$ cat config.mk
export PLATFORM = sky130hd
export DESIGN_NAME = dmi_boot_sequencer
export DESIGN_NICKNAME = d
export VERILOG_FILES = /design/src/rtl/dmi_boot_sequencer.sv
export SDC_FILE = /design/constraint.sdc
export NUM_CORES = 1
export LEC_CHECK = 0
export CELL_PAD_IN_SITES_DETAIL_PLACEMENT = 0
export CELL_PAD_IN_SITES_GLOBAL_PLACEMENT = 1
export CORE_AREA = 2 2 96 70
export DETAILED_ROUTE_END_ITERATION = 10
export DIE_AREA = 0 0 98 72
export HOLD_SLACK_MARGIN = 0.02
export PLACE_DENSITY_LB_ADDON = 0.3
export SYNTH_ARGS = -nofsm -noshare
export SYNTH_HDL_FRONTEND = slang
export SYNTH_SLANG_ARGS = --single-unit
$ cat constraint.sdc
create_clock -name clk_i -period 4.4 [get_ports clk_i]
set_input_delay 0.66 -clock clk_i [delete_from_list [all_inputs] [get_ports clk_i]]
set_output_delay 0.66 -clock clk_i [all_outputs]
set_load 0.1 [all_outputs]
$ cat src/rtl/dmi_boot_sequencer.sv
// dmi_boot_sequencer
//   Hardware DMI master that hands a hart off to its boot address without a
//   debugger: activate the DM, halt the selected hart, load DPC with
//   BOOT_ADDR through an abstract command, then resume the hart.
//   Exactly one DMI transaction is in flight at any time.
//
// Ports
//   clk_i, rst_ni            clock, asynchronous active-low reset
//   start_i                  pulse; accepted only while idle
//   busy_o                   sequence in progress (DMI mux grant)
//   done_o                   one-cycle pulse on success
//   error_o, err_code_o      sticky failure flag and cause (cleared on start)
//                              1 resp!=0, 2 halt timeout, 3 cmderr,
//                              4 abstract busy timeout, 5 resume timeout
//   dmi_req_*                request channel (op 1 = read, 2 = write)
//   dmi_resp_*               response channel (resp 0 = OK)
module dmi_boot_sequencer #(
    parameter logic [63:0] BOOT_ADDR  = 64'h0000_0000_8000_0080,
    parameter logic [9:0]  HARTSEL    = 10'd0,
    parameter int unsigned POLL_LIMIT = 1024
) (
    input  logic        clk_i,
    input  logic        rst_ni,
    input  logic        start_i,
    output logic        busy_o,
    output logic        done_o,
    output logic        error_o,
    output logic [2:0]  err_code_o,
    output logic        dmi_req_valid_o,
    input  logic        dmi_req_ready_i,
    output logic [6:0]  dmi_req_addr_o,
    output logic [1:0]  dmi_req_op_o,
    output logic [31:0] dmi_req_data_o,
    input  logic        dmi_resp_valid_i,
    output logic        dmi_resp_ready_o,
    input  logic [31:0] dmi_resp_data_i,
    input  logic [1:0]  dmi_resp_resp_i
);
    localparam int unsigned CW = $clog2(POLL_LIMIT + 1);
    // dmcontrol with dmactive set and hartsello selecting the target hart
    localparam logic [31:0] DC = 32'h1 | {6'd0, HARTSEL, 16'd0};

    typedef enum logic [2:0] {
        ST_IDLE, ST_REQ, ST_WAIT, ST_DONE, ST_ERROR
    } state_e;

    state_e        state_q, state_d;
    logic [3:0]    step_q, step_d;
    logic [CW-1:0] cnt_q, cnt_d;
    logic          error_q, error_d;
    logic [2:0]    code_q, code_d;

    logic [CW-1:0] cnt_inc;
    logic          is_poll, poll_ok;
    logic [2:0]    poll_code;

    always_ff @(posedge clk_i or negedge rst_ni) begin
        if (!rst_ni) begin
            state_q <= ST_IDLE;
            step_q  <= 4'd0;
            cnt_q   <= '0;
            error_q <= 1'b0;
            code_q  <= 3'd0;
        end else begin
            state_q <= state_d;
            step_q  <= step_d;
            cnt_q   <= cnt_d;
            error_q <= error_d;
            code_q  <= code_d;
        end
    end

    // Request fields depend only on the step, so they stay stable while
    // the DM holds ready low.
    always_comb begin
        dmi_req_addr_o = 7'h00;
        dmi_req_op_o   = 2'd2;
        dmi_req_data_o = 32'h0;
        unique case (step_q)
            4'd0:  begin dmi_req_addr_o = 7'h10; dmi_req_data_o = 32'h1; end
            4'd1:  begin dmi_req_addr_o = 7'h10; dmi_req_data_o = DC | 32'h8000_0000; end
            4'd2:  begin dmi_req_addr_o = 7'h11; dmi_req_op_o = 2'd1; end
            4'd3:  begin dmi_req_addr_o = 7'h10; dmi_req_data_o = DC; end
            4'd4:  begin dmi_req_addr_o = 7'h04; dmi_req_data_o = BOOT_ADDR[31:0]; end
            4'd5:  begin dmi_req_addr_o = 7'h05; dmi_req_data_o = BOOT_ADDR[63:32]; end
            4'd6:  begin dmi_req_addr_o = 7'h17; dmi_req_data_o = 32'h0033_07B1; end
            4'd7:  begin dmi_req_addr_o = 7'h16; dmi_req_op_o = 2'd1; end
            4'd8:  begin dmi_req_addr_o = 7'h10; dmi_req_data_o = DC | 32'h4000_0000; end
            4'd9:  begin dmi_req_addr_o = 7'h11; dmi_req_op_o = 2'd1; end
            4'd10: begin dmi_req_addr_o = 7'h10; dmi_req_data_o = DC; end
            default: ;
        endcase
    end

    // Poll steps: exit condition and timeout code
    always_comb begin
        is_poll   = (step_q == 4'd2) || (step_q == 4'd7) || (step_q == 4'd9);
        poll_ok   = dmi_resp_data_i[17];
        poll_code = 3'd5;
        if (step_q == 4'd2) begin
            poll_ok   = dmi_resp_data_i[9];
            poll_code = 3'd2;
        end else if (step_q == 4'd7) begin
            poll_ok   = !dmi_resp_data_i[12];
            poll_code = 3'd4;
        end
    end

    assign cnt_inc = cnt_q + 1'b1;

    // Next state
    always_comb begin
        state_d = state_q;
        step_d  = step_q;
        cnt_d   = cnt_q;
        error_d = error_q;
        code_d  = code_q;
        unique case (state_q)
            ST_IDLE: if (start_i) begin
                state_d = ST_REQ;
                step_d  = 4'd0;
                cnt_d   = '0;
                error_d = 1'b0;
                code_d  = 3'd0;
            end
            ST_REQ: if (dmi_req_ready_i) state_d = ST_WAIT;
            ST_WAIT: if (dmi_resp_valid_i) begin
                if (dmi_resp_resp_i != 2'd0) begin
                    state_d = ST_ERROR; error_d = 1'b1; code_d = 3'd1;
                end else if (step_q == 4'd7 && dmi_resp_data_i[10:8] != 3'd0) begin
                    state_d = ST_ERROR; error_d = 1'b1; code_d = 3'd3;
                end else if (is_poll && !poll_ok) begin
                    // A met condition on the last allowed read still advances
                    if (cnt_inc == CW'(POLL_LIMIT)) begin
                        state_d = ST_ERROR; error_d = 1'b1; code_d = poll_code;
                    end else begin
                        cnt_d   = cnt_inc;
                        state_d = ST_REQ;
                    end
                end else if (step_q == 4'd10) begin
                    state_d = ST_DONE;
                end else begin
                    step_d  = step_q + 4'd1;
                    cnt_d   = '0;
                    state_d = ST_REQ;
                end
            end
            ST_DONE:  state_d = ST_IDLE;
            ST_ERROR: state_d = ST_IDLE;
            default:  state_d = ST_IDLE;
        endcase
    end

    // Outputs
    always_comb begin
        busy_o           = (state_q == ST_REQ) || (state_q == ST_WAIT);
        done_o           = (state_q == ST_DONE);
        dmi_req_valid_o  = (state_q == ST_REQ);
        dmi_resp_ready_o = (state_q == ST_WAIT);
        error_o          = error_q;
        err_code_o       = code_q;
    end
endmodule
# [After elaboration in Yosys (flattened, before gate mapping)]
# Index checks and enable logic that the tools add are counted.
[classes] n_addsub=2 mul=0 n_div=0 n_lt_le_gt_ge=0 n_eq_ne=25 shifts=0 muxes=45 n_bitwise=0 n_reduce_logical=20
[ops] operator="$pmux W32 S5" count=1
[ops] operator="$mux W11" count=7
[ops] operator="$mux W3" count=14
[ops] operator="$pmux W5 S6" count=1
[ops] operator="$mux W4" count=6
[ops] operator="$pmux W11 S2" count=1
[ops] operator="$eq A4 B3 Y1 const B" count=4
[ops] operator="$reduce_and A7 Y1" count=2
[ops] operator="$eq A4 B4 Y1 const B" count=3
[ops] operator="$ne A2 B2 Y1 const B" count=6
[ops] operator="$add A11 B1 Y11 const B" count=1
[ops] operator="$eq A11 B11 Y1 const B" count=1
[ops] operator="$mux W1" count=9
[ops] operator="$pmux W3 S3" count=1
[ops] operator="$eq A4 B2 Y1 const B" count=2
[ops] operator="$ne A4 B1 Y1 const B" count=2
[ops] operator="$pmux W4 S2" count=1
[ops] operator="$eq A3 B2 Y1 const B" count=2
[ops] operator="$ne A3 B3 Y1 const B" count=2
[ops] operator="$pmux W3 S2" count=1
[ops] operator="$reduce_or A3 Y1" count=2
[ops] operator="$reduce_and A5 Y1" count=1
[ops] operator="$reduce_or A5 Y1" count=1
[ops] operator="$add A4 B1 Y4 const B" count=1
[ops] operator="14 further kinds" count=20
[totals] register_bits=22 latch_bits=0 ram_bits=0 romBits=0 input_bits=39 output_inout_bits=49 elab_cells=97 memories=0

# [Logic depth before layout (Yosys ltp)]
# Gate-level depths: netlist of run 1.
[depth] word_depth=10 ltp_mapped=9 depth_no_buf=8

# [Least setup slack after synthesis of run 1]
# No wires, ideal clock.
[synth_timing] kind="reg-to-output" from="register step_q[0]" to="output dmi_req_addr_o[4]" t_arrival_ns=5.610 t_required_ns=3.740 setup_slack_ns=-1.870 path_stages_with_launch=8 path_buffers=1 path_cell_list="dfrtp_1 -> inv_1 -> ha_1 -> clkbuf_1 -> mux2i_1 -> o21ai_0 -> inv_1 -> nand2b_1"
[synth_between] elab_chain_len=3 elab_cells_between_ends=14 classes_between="eq/ne (10); mux (1); reduce/logical (3)"
[synth_rtl] item="start, declared" line="48" source="logic [3:0] step_q, step_d;"
[synth_rtl] item="start signal, assigned" line="66" source="step_q <= step_d;"
[synth_rtl] item="$eq A4 B4 Y1, or another cell as far along" line="79" source="unique case (step_q)"
[synth_rtl] item="$reduce_or A5 Y1 (no line) / $reduce_or A2 Y1 (equally long branches)"
[synth_rtl] item="$pmux W5 S6 (*)" line="79"
[synth_rtl] item="end, declared" line="31" source="output logic [6:0] dmi_req_addr_o,"
# Every way passes the cells marked *; elsewhere a longest branch is shown, timed or not.

# [Worst setup path after layout of run 1]
# Same ends and word-level chain as after synthesis.

==> run summary, run 1 <==
The flow ran to the end, and the final reports show no timing, DRC or antenna violations. The post-route netlist has 14.4% of its cells at a drive strength greater than 1. Entering global routing, the biggest net connects 23 pins. For the post-route antenna net violation count, the log shows 0.

In this run the biggest area consumer among cell types represents 28.7% of the synthesized area. The die covers 7060 um2. The number of H-tree branching levels is 1. During I/O placement, the number of pins put on the boundary was 88. Between clock sinks in the finished design, the worst skew comes to 0.00225 ns.

Setup violations remaining at the end of the flow were counted as 0. The number of enable-type register cells in the synthesized netlist came out at 0. Across the run, the number of max-cap violations was 0. The number of different library cells used by synthesis comes to 59. For this block, the via count after detailed routing is 1524. For the final routed database, the setup TNS stands at 0 ns. In the final routed layout, each cell accounts on average for 13.5 um.

The initial utilization of the core area, before any placement, comes to 31.4%. The logs give 0.309 mV for the peak supply drop and 22 for the total number of clock tree sinks. The critical path goes through inv_1 -> ha_1 -> a21oi_1 -> o22ai_1 -> nand2b_1 -> clkdlybuf4s50_1. The run gives 12.0% as the global router's overall resource usage.

For met1 alone, demand over resource in global routing was 18.8%. The number of buffers added on ports was 38; the global-route wire length before repair was 6950 um. For the pin with the worst max-slew slack, the measured transition is 1.05 ns. The number of slew-limit violations in the final report is 0, and the total CTS buffers is 3. The time the final worst path needs with I/O delays and setup came out at 3.43 ns. The arrival time at the worst endpoint came out at 2.77 ns. Sorting the synthesized cells by how often they occur yields sky130_fd_sc_hd__buf_4 (32), sky130_fd_sc_hd__dfrtp_1 (22), sky130_fd_sc_hd__nand2_1 (15), sky130_fd_sc_hd__nor2_1 (11). The cell area that synthesis handed to floorplanning was 1920 um2. The met2 demand-to-capacity share in global routing was 17.2%. Ranked by total cell area, the synthesized netlist is headed by sky130_fd_sc_hd__dfrtp_1 (29%), sky130_fd_sc_hd__buf_4 (13%), sky130_fd_sc_hd__ha_1 (3.3%). Most used standard cell by instance count after synthesis: sky130_fd_sc_hd__buf_4.

Summed over all layers, the routed wires come to 4230 um. The required time of the critical path is 3.74 ns. In this design, the largest share of critical-path delay is due to buffers and inverters.

The worst path uses 77.9% of the clock period. Instance count of the mapped netlist: 215. The leakage power is 0.969 nW. Master of the slowest instance on the critical path: sky130_fd_sc_hd__clkdlybuf4s50_1.

The run gives 2170 um2 as the post-detailed-placement cell area. Dividing the detail-routed via count by the number of cells gives 4.85. The worst setup path is captured at a primary output.

Post-CTS repair changed the size of 0 cells. The later pin in the worst-skew pair is clocked with a latency of 0.26 ns. The number of antenna violations at the first check in global routing came out at 0. The final-report hold violation count is 0, and the synthesis-to-finish area growth is 15.3%.

Count of TritonRoute iterations in the first routing pass: 4. The via count of the first global-routing pass was 1326; the fraction of met3 tracks used by global routing was 2.89%. Headroom to the max-slew limit came out at 29.7%. Peak-usage layer in the global routing report: met1. The synthesized area per cell was 8.92 um2.

Among all flip-flop cells after synthesis, the most frequent one is sky130_fd_sc_hd__dfrtp_1. Core region area: 6100 um2. Timing would allow up to 292 MHz.

Summing all non-filler instances in the final layout gives an area of 2210 um2. Hold repair after CTS inserted 0 buffers. The synthesized design contains 22 register bits. Setup repair after global routing left no endpoint under its margin.

The total congestion overflow after global routing is 0. Routability-driven placement finished with a final weighted congestion of 0.749. In this run, the number of DRC markers left after iteration 0 of detailed routing was 75. Counting both buffers and inverters, the worst setup path holds a total of 2. In this run the worst hold path is classified as register to register. The floorplan has 24 rows. STA classifies the critical path startpoint as a register. For this run, the slowest stage of the critical path takes 1.12 ns.

The maximum clock path buffer count is 2. The buffers inserted during post-CTS setup optimization was 0; the y dimension of the die was 72 um. The clock-pin transition on the worst setup and hold timing paths is 0.08 ns, and the final core area utilization is 36.2%.

Along the worst path, the maximum fanout reaches 11. The power density normalized to cell area came out at 602 nW/um2. TritonCTS built the clock tree. The tools report the final layout net count as 282.

sky130_fd_sc_hd__dfrtp_1 takes more of the synthesized area than any other cell. Counting flops with an async set or reset pin after synthesis yields a share of 100%. The die span in x is 98 um. The placed wire-length estimate after detailed placement is 3190 um, and the total of warnings raised by yosys is 0.

Hold timing on the final database bottoms out at a slack of 0.519 ns. The run gives 28.7% as the register area share after synthesis. The clock tree root driver cell was sky130_fd_sc_hd__clkbuf_8. After detailed routing, the number of remaining DRC violations is 0. The critical path is of the register to primary output type. The total power came out at 1.33 mW. The count of fill cells added during filler insertion is 646. 0 antenna diodes ended up in the layout.
## registers in the layout, summed over array words and instances, names as in the netlist
register,flops
state_q,3
step_q,4
cnt_q,11
error_o,1
err_code_o,3
## per-stage QoR
stage,setup WS [ns],cells
after global routing,0.779,314
after global placement,1.23,311
after floorplan,0.147,236
final,0.972,314
after detailed placement,1.23,311
after CTS,0.932,314
## path summary, 6_finish.rpt
path	slack, ns	end	cells past startpoint	from
setup / recovery	0.97	dmi_req_addr_o[4]	6	step_q[0]
hold / removal	0.52	err_code_o[0]	1	err_code_o[0]
setup reg to reg	1.53	cnt_q[4]	8	step_q[0]
hold reg to reg	0.52	err_code_o[0]	1	err_code_o[0]
max in group asynchronous	2.80	cnt_q[8]	1	rst_ni
min in group asynchronous	0.97	error_o	1	rst_ni
## cells in the final DEF, fill, tap and decap left out, types with 3 or more instances in the layout
cell type	n
sky130_fd_sc_hd__a211o_1	4
sky130_fd_sc_hd__a21o_1	6
sky130_fd_sc_hd__a21oi_1	10
sky130_fd_sc_hd__and2_1	4
sky130_fd_sc_hd__buf_4	9
sky130_fd_sc_hd__clkbuf_8	3
sky130_fd_sc_hd__clkdlybuf4s50_1	29
sky130_fd_sc_hd__conb_1	22
sky130_fd_sc_hd__dfrtp_1	22
sky130_fd_sc_hd__ha_1	5
sky130_fd_sc_hd__inv_1	8
sky130_fd_sc_hd__mux2_4	3
sky130_fd_sc_hd__mux2i_1	5
sky130_fd_sc_hd__nand2_1	15
sky130_fd_sc_hd__nand3_1	10
sky130_fd_sc_hd__nand4_1	3
sky130_fd_sc_hd__nor2_1	11
sky130_fd_sc_hd__nor3_1	3
sky130_fd_sc_hd__o21a_1	4
sky130_fd_sc_hd__o21ai_0	7
sky130_fd_sc_hd__o31ai_1	5
sky130_fd_sc_hd__or3_1	3
sky130_fd_sc_hd__or4_1	3
## final cells by class
cell class                      instances  area [um2]  area share (%)
Timing Repair Buffer                   38         358            16.2
Sequential cell                        22         551            24.9
Clock buffer                            3        41.3            1.87
Multi-Input combinational cell        165        1130            51.2
Tap cell                               78        97.6            4.42
Inverter                                8        30.0            1.36
## routing by layer
layer / vias up / part of all wire [%]
met5: - / 0
met4: 0 / 0.54
met3: 2 / 3.9
met2: 33 / 42
met1: 718 / 54
li1: 771 / -
## cells by family after synthesis
kind of cell	synth area share (%)
AOI/OAI and AO/OA	24.0
adders and majority gates	3.26
buffers and inverters	16.5
DFF	28.7
muxes	5.55
other	0.196
and+or+nand+nor	21.7
## where the power goes
group / switching, mW / total (mW) / internal [mW]
clock: 0.0657 / 0.127 / 0.0612
sequential: 0.0343 / 0.266 / 0.231
combinational: 0.716 / 0.939 / 0.222
total: 0.816 / 1.33 / 0.515
Power figures use the tool's default switching activity.
==> run 2, diff against run 1 <==
--- a/config.mk
+++ b/config.mk
@@ -7,9 +7,9 @@
 export LEC_CHECK = 0
 export CELL_PAD_IN_SITES_DETAIL_PLACEMENT = 0
 export CELL_PAD_IN_SITES_GLOBAL_PLACEMENT = 1
-export CORE_AREA = 2 2 96 70
+export CORE_AREA = 2 2 104 76
 export DETAILED_ROUTE_END_ITERATION = 10
-export DIE_AREA = 0 0 98 72
+export DIE_AREA = 0 0 106 78
 export HOLD_SLACK_MARGIN = 0.02
 export PLACE_DENSITY_LB_ADDON = 0.3
 export SYNTH_ARGS = -nofsm -noshare
==> constraint.sdc (replaced) <==
create_clock -name clk_i -period 2.9 [get_ports clk_i]
set_input_delay 0.435 -clock clk_i [delete_from_list [all_inputs] [get_ports clk_i]]
set_output_delay 0.435 -clock clk_i [all_outputs]
set_load 0.1 [all_outputs]
==> run 2 against run 1 <==
  * Count of clock-buffer cells in the layout up 1
  * Sequential cell count unchanged
  * First-iteration DRC count down 12%
  * Critical path depth down 3
  * Cell area up 9.2%
  * Core utilization down 2.7 points
  * Die area up 17%
  * Combinational power up 60%
  * Worst setup slack worse by 0.69 ns
  * Largest cell class unchanged
==> run summary, run 2 (synthesis results as in run 1) <==
Critical Path, Cell by Cell: nor2b_1 -> and2_2 -> buf_12 (was inv_1 -> ha_1 -> a21oi_1 -> o22ai_1 -> nand2b_1 -> clkdlybuf4s50_1). The total power is 2.14 mW (was 1.33 mW). Startpoint kind of the worst setup timing path: a register (unchanged). The logs give 0.613 mV (was 0.309 mV) for the peak supply drop and 0 (unchanged) for the total setup violations reported at the end of the flow. The total CTS buffers is 3 (unchanged), and the maximum clock frequency is 382 MHz. For the final layout net count, the log shows 291 (was 282). The biggest fanout along the worst timing path was 15 (was 11). The core region area was 7190 um2 (was 6100 um2); the highest cell delay on the worst timing path was 0.64 ns (was 1.12 ns).

The proportion of layout cells with a drive suffix above 1 was 26.4% (was 14.4%). The via count of the first global-routing pass was 1423 (was 1326); the global-route wire length before repair was 7480 um (was 6950 um). The transition time of the tightest slew-check pin was 0.510 ns (was 1.05 ns); the number of buffers inserted for hold repair after clock tree synthesis was 0 (unchanged). The tools report the post-detailed-placement cell area as 2360 um2 (was 2170 um2).

Leading registers by flop count: cnt_q x11, step_q x4 (unchanged). For the required time of the critical path, the log shows 2.47 ns (was 3.74 ns). The die span in x was 106 um (was 98 um). Setup repair after global routing left no endpoint under its margin. The clock-pin transition on the worst setup and hold timing paths was 0.08 ns (about the same); the number of antenna violations at the first check in global routing was 0 (unchanged). The run gives 0 (unchanged) as the number of slew-limit violations in the final report. The master of the slowest instance on the critical path was sky130_fd_sc_hd__dfrtp_1 (was sky130_fd_sc_hd__clkdlybuf4s50_1). For the worst-skew pair later-pin latency, the log shows 0.27 ns (was 0.26 ns). The startpoint of the most critical register-to-register path was cnt_q[0] (was step_q[0]). The final cell area excluding filler cells is 2410 um2 (was 2210 um2).

The commonest non-fill, non-tap cell in the layout was sky130_fd_sc_hd__buf_4 (was sky130_fd_sc_hd__clkdlybuf4s50_1). The total number of vias was 1547 (was 1524); the power density normalized to cell area was 887 nW/um2 (was 602 nW/um2). The tools report the standard-cell row count as 26 (was 24). For the total of cells resized after clock tree synthesis, the log shows 0 (unchanged). Path class of the lowest-slack min-delay path: input port to asynchronous set/reset pin (was register to register). The final-report hold violation count was 0 (unchanged). The number of ports placed on the die boundary came out at 88 (unchanged). The run gives 1 (unchanged) as the number of H-tree branching levels. The detailed-route vias per instance works out to 4.50 (was 4.85). The tools report the post-route clock skew as 0.00237 ns (was 0.00225 ns).

The initial detailed-routing violation count was 66 (was 75); the leakage power was 1.08 nW (was 0.969 nW). The dominant delay contributor by cell family on the critical path was simple AND/OR/NAND/NOR gates (was buffers and inverters). The total congestion overflow after global routing is 0 (unchanged), and the time the final worst path needs with I/O delays and setup is 2.62 ns. The tools report the end of the worst register-to-register path as err_code_o[1] (was cnt_q[4]). The placed wire-length estimate after detailed placement is 3540 um (was 3190 um), and the critical path buffer and inverter count is 1 (was 2). The routed wire length was 4580 um (was 4230 um); the number of diodes added for antenna fixing was 0 (unchanged). The run gives 2.18 ns (was 2.77 ns) as the arrival time at the worst endpoint. The worst reg2reg path depth was 7 (was 8); the post-route antenna net violation count was 0 (unchanged). The wire length per cell after detailed routing was 13.3 um (was 13.5 um); the initial core utilization was 26.7% (was 31.4%).

The placer congestion estimate was 0.774 (was 0.749); the maximum number of pins on one net before global-route repair was 23 (unchanged). The tools report the number of cells in the finished layout apart from fillers as 344 (was 314). Reg-to-reg setup timing slack: 0.30 ns (was 1.53 ns). The kind of critical path was register to primary output (unchanged).

The y dimension of the die is 78 um (was 72 um), and the global router's overall resource usage is 11.4% (was 12.0%). The number of instances in the placed design was 340 (was 311); the buffers inserted during post-CTS setup optimization was 0 (unchanged). The total number of clock tree sinks is 22 (unchanged). The clock tree root driver cell is sky130_fd_sc_hd__clkbuf_8 (unchanged).

The maximum clock path buffer count is 2 (unchanged). The synthesis-to-finish area growth is 25.9% (was 15.3%). The worst relative slew slack is 65.9% (was 29.7%), and the die outline area is 8270 um2 (was 7060 um2).

Most frequent cells in the layout: sky130_fd_sc_hd__buf_4 (26), sky130_fd_sc_hd__conb_1 (22), sky130_fd_sc_hd__dfrtp_1 (22) (was sky130_fd_sc_hd__clkdlybuf4s50_1 (29), sky130_fd_sc_hd__conb_1 (22), sky130_fd_sc_hd__dfrtp_1 (22)). The run gives 4 (unchanged) as the count of TritonRoute iterations in the first routing pass. The flow ran to the end, and the final reports show no timing, DRC or antenna violations. The number of maximum-capacitance violations came out at 0 (unchanged). The flip-flop count of the largest register after layout came out at 11 (unchanged).

Number of buffers added on ports: 38 (unchanged). The critical path endpoint category was a primary output (unchanged). TritonCTS built the clock tree. The final core area utilization came out at 33.6% (was 36.2%).

The number of remaining DRC errors is 0 (unchanged). The most flop-heavy register is cnt_q (unchanged). In the finished design, the share of the clock period the worst path needs comes to 90.3%.
## run 2: power breakdown
group / switching, mW / internal, mW / total, mW
sequential: 0.0532 / 0.351 / 0.404
clock: 0.110 / 0.121 / 0.232
combinational: 1.12 / 0.386 / 1.50
total: 1.28 / 0.859 / 2.14
## run 2: final cells by class
cell class / count / area [um2]
flip-flops and latches: 22 / 551
inverters: 8 / 30.0
multi-input cells: 165 / 1150
clock buffers: 4 / 55.1
well taps: 98 / 123
repair buffers: 47 / 505
fillers: 774 / 4780
## run 2: stage by stage
stage	hold WS [ns]	setup TNS, ns	setup slack, ns
2_1_floorplan	0.139	-0.438	-0.438
3_3_place_gp	0.501	0	0.121
3_5_place_dp	0.506	0	0.109
4_1_cts	0.527	0	0.260
5_1_grt	0.546	0	0.0626
6_report	0.517	0	0.281
## run 2: how the worst max path moves through the flow
stage | startpoint | to | slack [ns] | cells after the start
final | step_q[2] | dmi_req_data_o[17] | 0.28 | 3
after global routing | cnt_q[0] | error_o | 0.06 | 7
after CTS | step_q[2] | dmi_req_data_o[17] | 0.26 | 3
after detailed placement | dmi_resp_data_i[9] | err_code_o[1] | 0.11 | 7
after global placement | dmi_resp_data_i[9] | cnt_q[8] | 0.12 | 8
after floorplan | step_q[0] | dmi_req_addr_o[4] | -0.44 | 7
## run 2: metal layers
metal  up-vias  GRT usage, %  routed length [um]
li1        788             -                   -
met1       729          18.4                2610
met2        28          15.0                1790
met3         2          2.86                 160
met4         0          1.58                  19
met5         -             0                   0
==> run 3, diff against run 2 <==
--- a/config.mk
+++ b/config.mk
@@ -7,11 +7,12 @@
 export LEC_CHECK = 0
 export CELL_PAD_IN_SITES_DETAIL_PLACEMENT = 0
 export CELL_PAD_IN_SITES_GLOBAL_PLACEMENT = 1
-export CORE_AREA = 2 2 104 76
+export CORE_AREA = 2 2 96 70
 export DETAILED_ROUTE_END_ITERATION = 10
-export DIE_AREA = 0 0 106 78
+export DIE_AREA = 0 0 98 72
 export HOLD_SLACK_MARGIN = 0.02
 export PLACE_DENSITY_LB_ADDON = 0.3
+export SETUP_SLACK_MARGIN = 0.4
 export SYNTH_ARGS = -nofsm -noshare
 export SYNTH_HDL_FRONTEND = slang
 export SYNTH_SLANG_ARGS = --single-unit
==> constraint.sdc (replaced) <==
create_clock -name clk_i -period 3.4 [get_ports clk_i]
set_input_delay 0.51 -clock clk_i [delete_from_list [all_inputs] [get_ports clk_i]]
set_output_delay 0.51 -clock clk_i [all_outputs]
set_load 0.1 [all_outputs]
==> run 3 against run 2 <==
  * Clock power shrank 16%
  * Cell count shrank 6.7%
  * First-iteration DRC count grew 55%
  * Combinational power shrank 18%
  * Total power shrank 17%
  * Worst hold slack gained 0.0042 ns
  * Critical endpoint is now cnt_q[9]
==> run summary, run 3 (synthesis results as in run 1) <==
The tools report the critical path endpoint category as a register (was a primary output). The final-report hold violation count was 0 (unchanged); the number of buffers added on ports was 38 (unchanged). Y dimension of the die: 72 um (was 78 um).

The count of TritonRoute iterations in the first routing pass was 4 (unchanged); the synthesis-to-finish area growth was 17.4% (was 25.9%). The global router's overall resource usage was 12.2% (was 11.4%); the post-route fraction of the period consumed by the critical path was 78.3%. The run gives 4160 um (was 4580 um) as the routed wire length. Critical Path, Cell by Cell: ha_1 -> nand4_1 -> o21ai_1 -> nand4b_2 -> or3_4 -> o21ai_2 -> buf_4 -> o2bb2ai_1 (was nor2b_1 -> and2_2 -> buf_12).

The number of buffers inserted for hold repair after clock tree synthesis came out at 0 (unchanged). The total setup violations reported at the end of the flow is 0 (unchanged), and the biggest fanout along the worst timing path is 8 (was 15). Kind of critical path: register to register (was register to primary output). The power density normalized to cell area was 786 nW/um2 (was 887 nW/um2). The critical path buffer and inverter count is 1 (unchanged).

The net load switching power is 1.08 mW (was 1.28 mW). The final cell area excluding filler cells is 2250 um2 (was 2410 um2), and the area used by sequential logic in the layout is 551 um2 (unchanged). The fraction of power spent switching nets was 61.0% (was 59.9%).

Most frequent cells in the layout: sky130_fd_sc_hd__buf_4 (29), sky130_fd_sc_hd__conb_1 (22), sky130_fd_sc_hd__dfrtp_1 (22) (was sky130_fd_sc_hd__buf_4 (26), sky130_fd_sc_hd__conb_1 (22), sky130_fd_sc_hd__dfrtp_1 (22)). The path with the worst hold slack has its endpoint at err_code_o[1]. The required time of the critical path is 3.59 ns (was 2.47 ns). The path class of the lowest-slack min-delay path is register to register (was input port to asynchronous set/reset pin).

Post-detailed-placement cell area: 2200 um2 (was 2360 um2). Post-route clock skew: 0.00557 ns (was 0.00237 ns). The tools report the standard-cell row count as 24 (was 26). For the worst hold slack, the log shows 0.521 ns (was 0.517 ns).

The critical hold path startpoint was err_code_o[1]. The run gives 1.03 nW (was 1.08 nW) as the leakage power. The master of the slowest instance on the critical path was sky130_fd_sc_hd__dfrtp_1 (unchanged). For the number of cells in the finished layout apart from fillers, the log shows 321 (was 344). The placer congestion estimate is 0.792 (was 0.774). The run gives 0 (unchanged) as the total of cells resized after clock tree synthesis. Clock tree root driver cell: sky130_fd_sc_hd__clkbuf_8 (unchanged).

The tools report the end of the worst register-to-register path as cnt_q[9] (was err_code_o[1]). The worst reg2reg path depth is 8 (was 7), and the reg-to-reg setup timing slack is 0.74 ns (was 0.30 ns). Setup repair after global routing left no endpoint under its margin.

Final layout net count: 288 (was 291). The maximum clock path buffer count was 2 (unchanged). The clock-pin transition on the worst setup and hold timing paths works out to 0.09 ns (was 0.08 ns). The most flop-heavy register is cnt_q (unchanged). The logs give 102 (was 66) for the initial detailed-routing violation count and 23 (unchanged) for the maximum number of pins on one net before global-route repair.

The logs give 88 (unchanged) for the number of ports placed on the die boundary and 2.85 ns (was 2.18 ns) for the arrival time at the worst endpoint. The tools report the share of total power in the clock network as 11.0% (was 10.8%). The flow ran to the end, and the final reports show no timing, DRC or antenna violations. The transition time of the tightest slew-check pin works out to 0.965 ns (was 0.510 ns). The run gives 35.4% (was 65.9%) as the worst relative slew slack. The tools report the startpoint kind of the worst setup timing path as a register (unchanged). Leading registers by flop count: cnt_q x11, step_q x4 (unchanged). Core region area: 6100 um2 (was 7190 um2). The tools report the total congestion overflow after global routing as 0 (unchanged).

The dominant delay contributor by cell family on the critical path was simple AND/OR/NAND/NOR gates (unchanged). The flip-flop count of the largest register after layout works out to 11 (unchanged). The logs give 1 (unchanged) for the number of H-tree branching levels and 22 (unchanged) for the total number of clock tree sinks.

The total CTS buffers is 3 (unchanged), and the proportion of power drawn by combinational gates is 69.5% (was 70.3%). The number of cells on the worst hold path was 1. The via count of the first global-routing pass is 1375 (was 1423). Commonest non-fill, non-tap cell in the layout: sky130_fd_sc_hd__buf_4 (unchanged).

The number of antenna violations at the first check in global routing was 0 (unchanged); the number of instances in the placed design was 317 (was 340). The wire length per cell after detailed routing is 12.9 um (was 13.3 um). The count of fill cells added during filler insertion came out at 625 (was 774). The proportion of layout cells with a drive suffix above 1 was 23.9% (was 26.4%). The smallest clock period supported by the final layout is computed as 2.66 ns. Post-route antenna net violation count: 0 (unchanged). For the global-route wire length before repair, the log shows 7100 um (was 7480 um). The total power was 1.77 mW (was 2.14 mW); the peak supply drop was 0.457 mV (was 0.613 mV). The number of remaining DRC errors is 0 (unchanged), and the maximum clock frequency is 375 MHz. The run gives 0.27 ns (about the same) as the worst-skew pair later-pin latency. The die span in x came out at 98 um (was 106 um). For the die outline area, the log shows 7060 um2 (was 8270 um2). Detailed-route vias per instance: 4.82 (was 4.50).

The number of slew-limit violations in the final report came out at 0 (unchanged). The total number of vias is 1547 (unchanged). The tools report the startpoint of the most critical register-to-register path as cnt_q[1] (was cnt_q[0]).

The highest cell delay on the worst timing path came out at 0.44 ns (was 0.64 ns). The initial core utilization was 31.4% (was 26.7%); the number of maximum-capacitance violations was 0 (unchanged). The logs give 0 (unchanged) for the buffers inserted during post-CTS setup optimization and 0 (unchanged) for the number of diodes added for antenna fixing. The run gives 3110 um (was 3540 um) as the placed wire-length estimate after detailed placement.

Internal portion of total power: 0.691 mW (was 0.859 mW). Area of the multi-input gates: 1150 um2 (unchanged). TritonCTS built the clock tree. The run gives 19.5% (was 18.9%) as the share of power burned in registers.
[run 3: cell types whose count changed in the layout (fill, tap and decap cells not counted), sizes merged]
cell	delta
buf	-7
clkdlybuf4s50	+4
[run 3: cell type report]
cell class,instances,area share (%)
well taps,78,4.34
inverters,8,1.33
multi-input cells,165,51.1
repair buffers,44,16.3
flip-flops and latches,22,24.5
clock buffers,4,2.45
[run 3: how the worst max path moves through the flow]
| stage | cells after the start | slack [ns] | to | start |
|---|---|---|---|---|
| 2_1_floorplan | 7 | -0.01 | dmi_req_addr_o[4] | step_q[0] |
| 4_1_cts | 8 | 0.73 | cnt_q[8] | dmi_resp_data_i[9] |
| 6_report | 8 | 0.74 | cnt_q[9] | cnt_q[1] |
| 5_1_grt | 8 | 0.44 | cnt_q[9] | cnt_q[1] |
| 3_3_place_gp | 8 | 0.45 | cnt_q[8] | dmi_resp_data_i[9] |
| 3_5_place_dp | 8 | 0.45 | cnt_q[8] | dmi_resp_data_i[9] |
[run 3: power groups by stage]
stage               Clock, mW  Combinational (mW)  Sequential, mW
detailed placement          0                1.23           0.350
global placement            0                1.23           0.350
global route            0.211                1.30           0.354
floorplan                   0               0.978           0.407
CTS                     0.200                1.24           0.345
finish                  0.195                1.23           0.345
[run 3: metal layers]
layer | GRT usage [%] | part of all wire, % | vias to the layer above
li1 | - | - | 782
met1 | 18.8 | 53 | 728
met2 | 17.5 | 42 | 35
met3 | 2.79 | 4.2 | 2
met4 | 2.31 | 0.70 | 0
met5 | 0 | 0 | -
[run 3: metrics by stage]
step,setup TNS [ns],utilization [%],worst slack [ns]
floorplan,-0.0127,-,-0.0127
global placement,0,36.0,0.449
detailed placement,0,36.0,0.454
CTS,0,36.9,0.732
global route,0,36.9,0.445
finish,0,36.9,0.736
